<file path="config.mk">
export PLATFORM = sky130hd
export DESIGN_NAME = keypad_scanner
export DESIGN_NICKNAME = d
export VERILOG_FILES = /design/src/rtl/keypad_pkg.sv /design/src/rtl/keypad_debounce.sv /design/src/rtl/keypad_scanner.sv
export SDC_FILE = /design/constraint.sdc
export NUM_CORES = 1
export LEC_CHECK = 0
export BUFFER_PORTS_ARGS = -buffer_cell sky130_fd_sc_hd__buf_4
export CAP_MARGIN = 20
export CORE_MARGIN = 3
export CORE_UTILIZATION = 40
export CTS_BUF_LIST = sky130_fd_sc_hd__clkbuf_2
export CTS_CLUSTER_SIZE = 28
export DETAILED_ROUTE_END_ITERATION = 16
export PLACE_DENSITY = 0.56
export SETUP_SLACK_MARGIN = 0.05
export SLEW_MARGIN = 20
export SYNTH_ARGS = -nofsm -noshare
export SYNTH_HDL_FRONTEND = slang
export SYNTH_SLANG_ARGS = --single-unit
</file>
<file path="constraint.sdc">
create_clock -name clk -period 9.4 [get_ports clk]
set_clock_uncertainty 0.15 [all_clocks]
set_input_delay 1.41 -clock clk [delete_from_list [all_inputs] [get_ports clk]]
set_output_delay 1.41 -clock clk [all_outputs]
set_load 0.05 [all_outputs]
</file>
<file path="src/rtl/keypad_pkg.sv">
// keypad_pkg: shared column/row types, frame class codes and the key position decoder
package keypad_pkg;

    typedef enum logic [1:0] {COL_A, COL_B, COL_C} col_t;
    typedef enum logic [1:0] {ROW_D, ROW_E, ROW_F, ROW_G} row_t;

    localparam logic [3:0] KEY_NONE = 4'hE;
    localparam logic [3:0] KEY_BAD  = 4'hF;

    // Returns {is_digit, number}; '*' and '#' on row g are not digits
    function automatic logic [4:0] key_decode(col_t c, row_t r);
        logic [3:0] base;
        base = (r == ROW_D) ? 4'd1 : (r == ROW_E) ? 4'd4 : 4'd7;
        return (r == ROW_G) ? {c == COL_B, 4'd0} : {1'b1, base + {2'b00, c}};
    endfunction

endpackage

</file>
<file path="src/rtl/keypad_debounce.sv">
// keypad_debounce: counts consecutive equal frame classes, flags stable digit presses and tracks the held key
module keypad_debounce
    import keypad_pkg::*;
#(
    parameter int DEBOUNCE = 3
) (
    input  logic       clk,
    input  logic       rst_n,
    input  logic       frame_done,
    input  logic [3:0] cls,
    output logic       press,
    output logic [3:0] number,
    output logic       held
);

    logic [3:0] last;
    logic [3:0] cnt;
    logic [3:0] ncnt;
    logic       released;

    always_comb begin
        ncnt = (cls == KEY_BAD) ? 4'd0 : (cls != last) ? 4'd1 : (cnt == 4'(DEBOUNCE)) ? cnt : cnt + 4'd1;
        press = frame_done && ncnt == 4'(DEBOUNCE) && cls <= 4'd9;
        released = frame_done && ncnt == 4'(DEBOUNCE) && cls == KEY_NONE;
    end

    assign number = cls;

    always_ff @(posedge clk) begin
        if (!rst_n) begin
            last <= KEY_NONE;
            cnt  <= 4'd0;
            held <= 1'b0;
        end else if (frame_done) begin
            last <= cls;
            cnt  <= ncnt;
            held <= press ? 1'b1 : released ? 1'b0 : held;
        end
    end

endmodule

</file>
<file path="src/rtl/keypad_scanner.sv">
// keypad_scanner: strobes the 3x4 keypad columns, classifies each scan frame and emits debounced key events
module keypad_scanner
    import keypad_pkg::*;
#(
    parameter int SCAN_DIV = 4,
    parameter int DEBOUNCE = 3
) (
    input  logic       clk,
    input  logic       rst_n,
    output logic       col_a,
    output logic       col_b,
    output logic       col_c,
    input  logic       row_d,
    input  logic       row_e,
    input  logic       row_f,
    input  logic       row_g,
    output logic       key_valid,
    output logic [3:0] key_number,
    input  logic       key_ready,
    output logic       overrun
);

    logic            run;
    col_t            col;
    logic [7:0]      dwell;
    logic [3:0]      row_s1;
    logic [3:0]      row_s2;
    logic [1:0][3:0] acc;
    logic            last_dwell;
    logic            frame_done;
    logic [11:0]     bits;
    logic [3:0]      hits;
    logic [4:0]      dec;
    logic [3:0]      cls;
    logic            press;
    logic            held;
    logic            accept;
    logic [3:0]      press_num;
    logic            pop;

    assign last_dwell = run && dwell == 8'(SCAN_DIV - 1);
    assign frame_done = last_dwell && col == COL_C;
    assign col_a = run && col == COL_A;
    assign col_b = run && col == COL_B;
    assign col_c = run && col == COL_C;
    assign pop = key_valid && key_ready;
    assign accept = press && !held;

    // Column c's sample is still in the synchronizer when the frame closes, so it joins directly
    always_comb begin
        bits = {row_s2, acc[1], acc[0]};
        hits = 4'd0;
        dec = 5'd0;
        for (int c = 0; c < 3; c++)
            for (int r = 0; r < 4; r++)
                if (bits[c*4+r]) begin
                    hits = hits + 4'd1;
                    dec = key_decode(col_t'(2'(c)), row_t'(2'(r)));
                end
        cls = (hits == 4'd0) ? KEY_NONE : (hits == 4'd1 && dec[4]) ? dec[3:0] : KEY_BAD;
    end

    keypad_debounce #(.DEBOUNCE(DEBOUNCE)) u_debounce (
        .clk        (clk),
        .rst_n      (rst_n),
        .frame_done (frame_done),
        .cls        (cls),
        .press      (press),
        .number     (press_num),
        .held       (held)
    );

    always_ff @(posedge clk) begin
        if (!rst_n) begin
            run        <= 1'b0;
            col        <= COL_A;
            dwell      <= 8'd0;
            row_s1     <= 4'd0;
            row_s2     <= 4'd0;
            acc        <= '0;
            key_valid  <= 1'b0;
            key_number <= 4'd0;
            overrun    <= 1'b0;
        end else begin
            run    <= 1'b1;
            row_s1 <= {row_g, row_f, row_e, row_d};
            row_s2 <= row_s1;
            if (run)
                dwell <= last_dwell ? 8'd0 : dwell + 8'd1;
            if (last_dwell) begin
                col <= (col == COL_C) ? COL_A : col_t'(col + 2'd1);
                if (col != COL_C)
                    acc[col[0]] <= row_s2;
            end
            overrun <= accept && key_valid && !pop;
            if (accept && (!key_valid || pop)) begin
                key_valid  <= 1'b1;
                key_number <= press_num;
            end else if (pop) begin
                key_valid <= 1'b0;
            end
        end
    end

endmodule

</file>
==> flow_summary.json <==
{
  "grt_first_pass_wirelength_mm": 11.4,
  "diodes": 0,
  "cts-root-buf": "clkbuf_2",
  "reg2reg_slack_ns": 1.24,
  "crit_required_ns": 9.59,
  "hold_start": "row_s1[2]$_SDFF_PN0_",
  "hold_depth": 1,
  "p_leak_nw": 1.33,
  "cts_buffer_depth": 2,
  "rsz0062_at_grt": "no",
  "synth_common_cells": "42 x dfxtp_1, 41 x nor2_1, 34 x nand2_1, 20 x a21oi_1, 20 x inv_1",
  "cts_buffers": 5,
  "syn_area_sq_mm": 0.00316,
  "portBuffers": 15,
  "path_class": "reg2reg",
  "nFillCells": 754,
  "grt_pass1_vias": 2436,
  "cts_resized": 0,
  "cp_slowest_stage_delay_ns": 0.52,
  "ant_nets": 0,
  "synthArstFlopShare_pct": 0,
  "drv_cap": 0,
  "fmax_mhz": 123,
  "grt_usage_pct": 15.6,
  "period_needed_ns": 8.16,
  "clk_pin_slew_ns": 0.22,
  "synth_cells": 383,
  "htree_levels": 2,
  "drc": 0,
  "status": "complete, no violations",
  "synth_top_area_cell": "dfxtp_1",
  "drt_wl_total_mm": 6.63,
  "rows": 31,
  "viasPerCell": 5.35,
  "maxSlewViolCount": 0,
  "first_iter_violations": 148,
  "setup_viol": 0,
  "finalHoldViolations": 0,
  "critPathArrivalTime_ns": 8.35,
  "setup.worst_path.end_class": "flip-flop",
  "synth_top_area_share_pct": 26.6,
  "cts.sink_count": 42,
  "crit_family": "adder cells",
  "cts_hold_buf": 0,
  "rr_startpoint": "acc[1]$_SDFFE_PN0P_",
  "dp_hpwl_mm": 5.10,
  "cpMaxStageDelayCell": "mux2i_1",
  "peakVddDrop_uv": 64.6,
  "start_kind": "flip-flop",
  "final_layout_size_suffix_gt1_share_pct": 12.6,
  "cpMostUsedCell": "ha_1",
  "synth_nets": 405,
  "cp_max_fo": 7,
  "routabilityCongestion": 0.887,
  "holdPathEnd": "row_s2[2]$_SDFF_PN0_",
  "first_pass_iters": 4,
  "yosysSeqAreaShare_pct": 26.6,
  "pin_count": 16,
  "vias": 2612,
  "powerDensity_mw_per_mm2": 89.1,
  "initial_core_util_pct": 42.4,
  "avgSynthCellArea_sq_um": 8.25,
  "worstSkewPairLatency_ns": 0.39,
  "cts_setup_buffers": 0,
  "path_buf_inv": 5,
  "die_x_um": 94.9,
  "synthFlopType": "dfxtp_1",
  "tightest_slew_ns": 0.644,
  "synth-seq-cells": 42,
  "synth_cell_types": 71,
  "reg2reg_depth": 37,
  "slew_headroom_pct": 55.8,
  "grt_start_max_net_pins": 28,
  "ys_top_cells_by_area": "dfxtp_1 27%, ha_1 5.9%, nor2_1 4.9%, nand2_1 4.0%, a21oi_1 3.2%",
  "die_h_um": 94.9,
  "die_area_sq_mm": 0.00900,
  "nets": 410,
  "grt.overflow.total": 0,
  "yosysMostFrequentCell": "dfxtp_1",
  "antenna_found_initial": 0,
  "whs_ns": 0.312,
  "synth-edff-count": 0,
  "yosys_warnings": 0,
  "worst_r2r_endpoint": "u_debounce.cnt[1]$_SDFFE_PN0P_",
  "syn2layout_area_growth_pct": 6.61,
  "fin_crit_sh_pct": 86.8,
  "fin_setup_tns_ns": 0,
  "hp-class": "reg2reg",
  "wl_per_cell_um": 13.6,
  "cts_tree": "built",
  "coreArea_sq_mm": 0.00745
}
## power breakdown
group | total (mW) | switching (mW) | internal (mW)
registers | 0.184 | 0.00329 | 0.181
clock network | 0.0772 | 0.0589 | 0.0183
logic | 0.0386 | 0.0226 | 0.0160
## cells by family (layout without fill, tap and decap cells)
| family | Yosys count | in the layout | share of synthesized area [%] |
|---|---|---|---|
| AND/OR/NAND/NOR | 172 | 172 | 29.1 |
| AO/OA/AOI/OAI | 72 | 72 | 16.6 |
| flip-flops | 42 | 42 | 26.6 |
| buffers and inverters | 40 | 46 | 4.95 |
| XOR/XNOR | 30 | 30 | 11.9 |
| adder cells (fa/ha/maj) | 15 | 15 | 5.94 |
| multiplexers | 12 | 12 | 4.87 |
## area by class of cell
| class | count | area, sq um | share of cell area, % |
|---|---|---|---|
| sequential | 42 | 841 | 25.0 |
| clock inverter | 2 | 8.76 | 0.260 |
| timing repair buffer | 16 | 120 | 3.57 |
| inverter | 22 | 82.6 | 2.45 |
| tap | 99 | 124 | 3.68 |
| clock buffer | 6 | 30.0 | 0.892 |
| multi-input combinational | 301 | 2160 | 64.2 |
## metal layers
layer  vias up  routed length, um  GRT usage (%)
met5         -                  0              0
met1      1209               3370           21.5
met2        34               3000           25.7
met3         4                229           2.87
li1       1365                  -              -
met4         0                 33           3.00
## worst max path at each step
stage	from	endpoint	slack, ns	cells after the start
floorplan	acc[1]$_SDFFE_PN0P_	u_debounce.held$_SDFFE_PN0P_	1.98	38
global placement	acc[1]$_SDFFE_PN0P_	u_debounce.cnt[1]$_SDFFE_PN0P_	1.40	37
detailed placement	acc[1]$_SDFFE_PN0P_	u_debounce.cnt[1]$_SDFFE_PN0P_	1.25	37
CTS	acc[1]$_SDFFE_PN0P_	u_debounce.cnt[1]$_SDFFE_PN0P_	1.22	37
global route	acc[1]$_SDFFE_PN0P_	u_debounce.cnt[1]$_SDFFE_PN0P_	0.67	38
finish	acc[1]$_SDFFE_PN0P_	u_debounce.cnt[1]$_SDFFE_PN0P_	1.24	37
## cells in the final DEF (no fill, tap or decap), types with 6 or more instances in the layout
| master | instances |
|---|---|
| dfxtp_1 | 42 |
| nor2_1 | 41 |
| nand2_1 | 34 |
| inv_1 | 20 |
| a21oi_1 | 20 |
| buf_4 | 16 |
| ha_1 | 15 |
| o21ai_0 | 12 |
| and2_1 | 12 |
| nand3_1 | 12 |
| xnor2_1 | 11 |
| nor3_1 | 10 |
| xor2_1 | 10 |
| nand2b_1 | 9 |
| mux2i_1 | 8 |
| nand4_1 | 8 |
| and3_1 | 6 |
| a31oi_1 | 6 |
| clkbuf_2 | 6 |
## flip-flops by register name, summed over array words and instances (netlist names)
name / flops
acc: 8
row_s1: 4
run: 1
u_debounce.last: 4
key_valid: 1
u_debounce.cnt: 4
dwell: 8
col: 2
row_s2: 4
key_number: 4
u_debounce.held: 1
overrun: 1
## worst register-to-register path: cells and delay by family, from the launching register on
kind                       cells  cell delay (ns)
buffers and inverters          5             0.42
muxes                          2             0.79
AOI/OAI and AO/OA             11             1.82
DFF                            1             0.39
and+or+nand+nor                9             1.65
adders and majority gates     10             2.92
## metrics by stage
stage | cell area [sq um] | total power [mW] | util (%) | setup WS (ns) | std cells
3_3_place_gp | 3330 | 0.226 | 44.7 | 1.40 | 480
4_1_cts | 3370 | 0.303 | 45.2 | 1.22 | 488
3_5_place_dp | 3330 | 0.227 | 44.7 | 1.25 | 480
5_1_grt | 3370 | 0.319 | 45.2 | 0.667 | 488
2_1_floorplan | 3160 | 0.217 | - | 1.98 | 383
6_report | 3370 | 0.300 | 45.2 | 1.24 | 488
(Power assumes the default switching activity.)
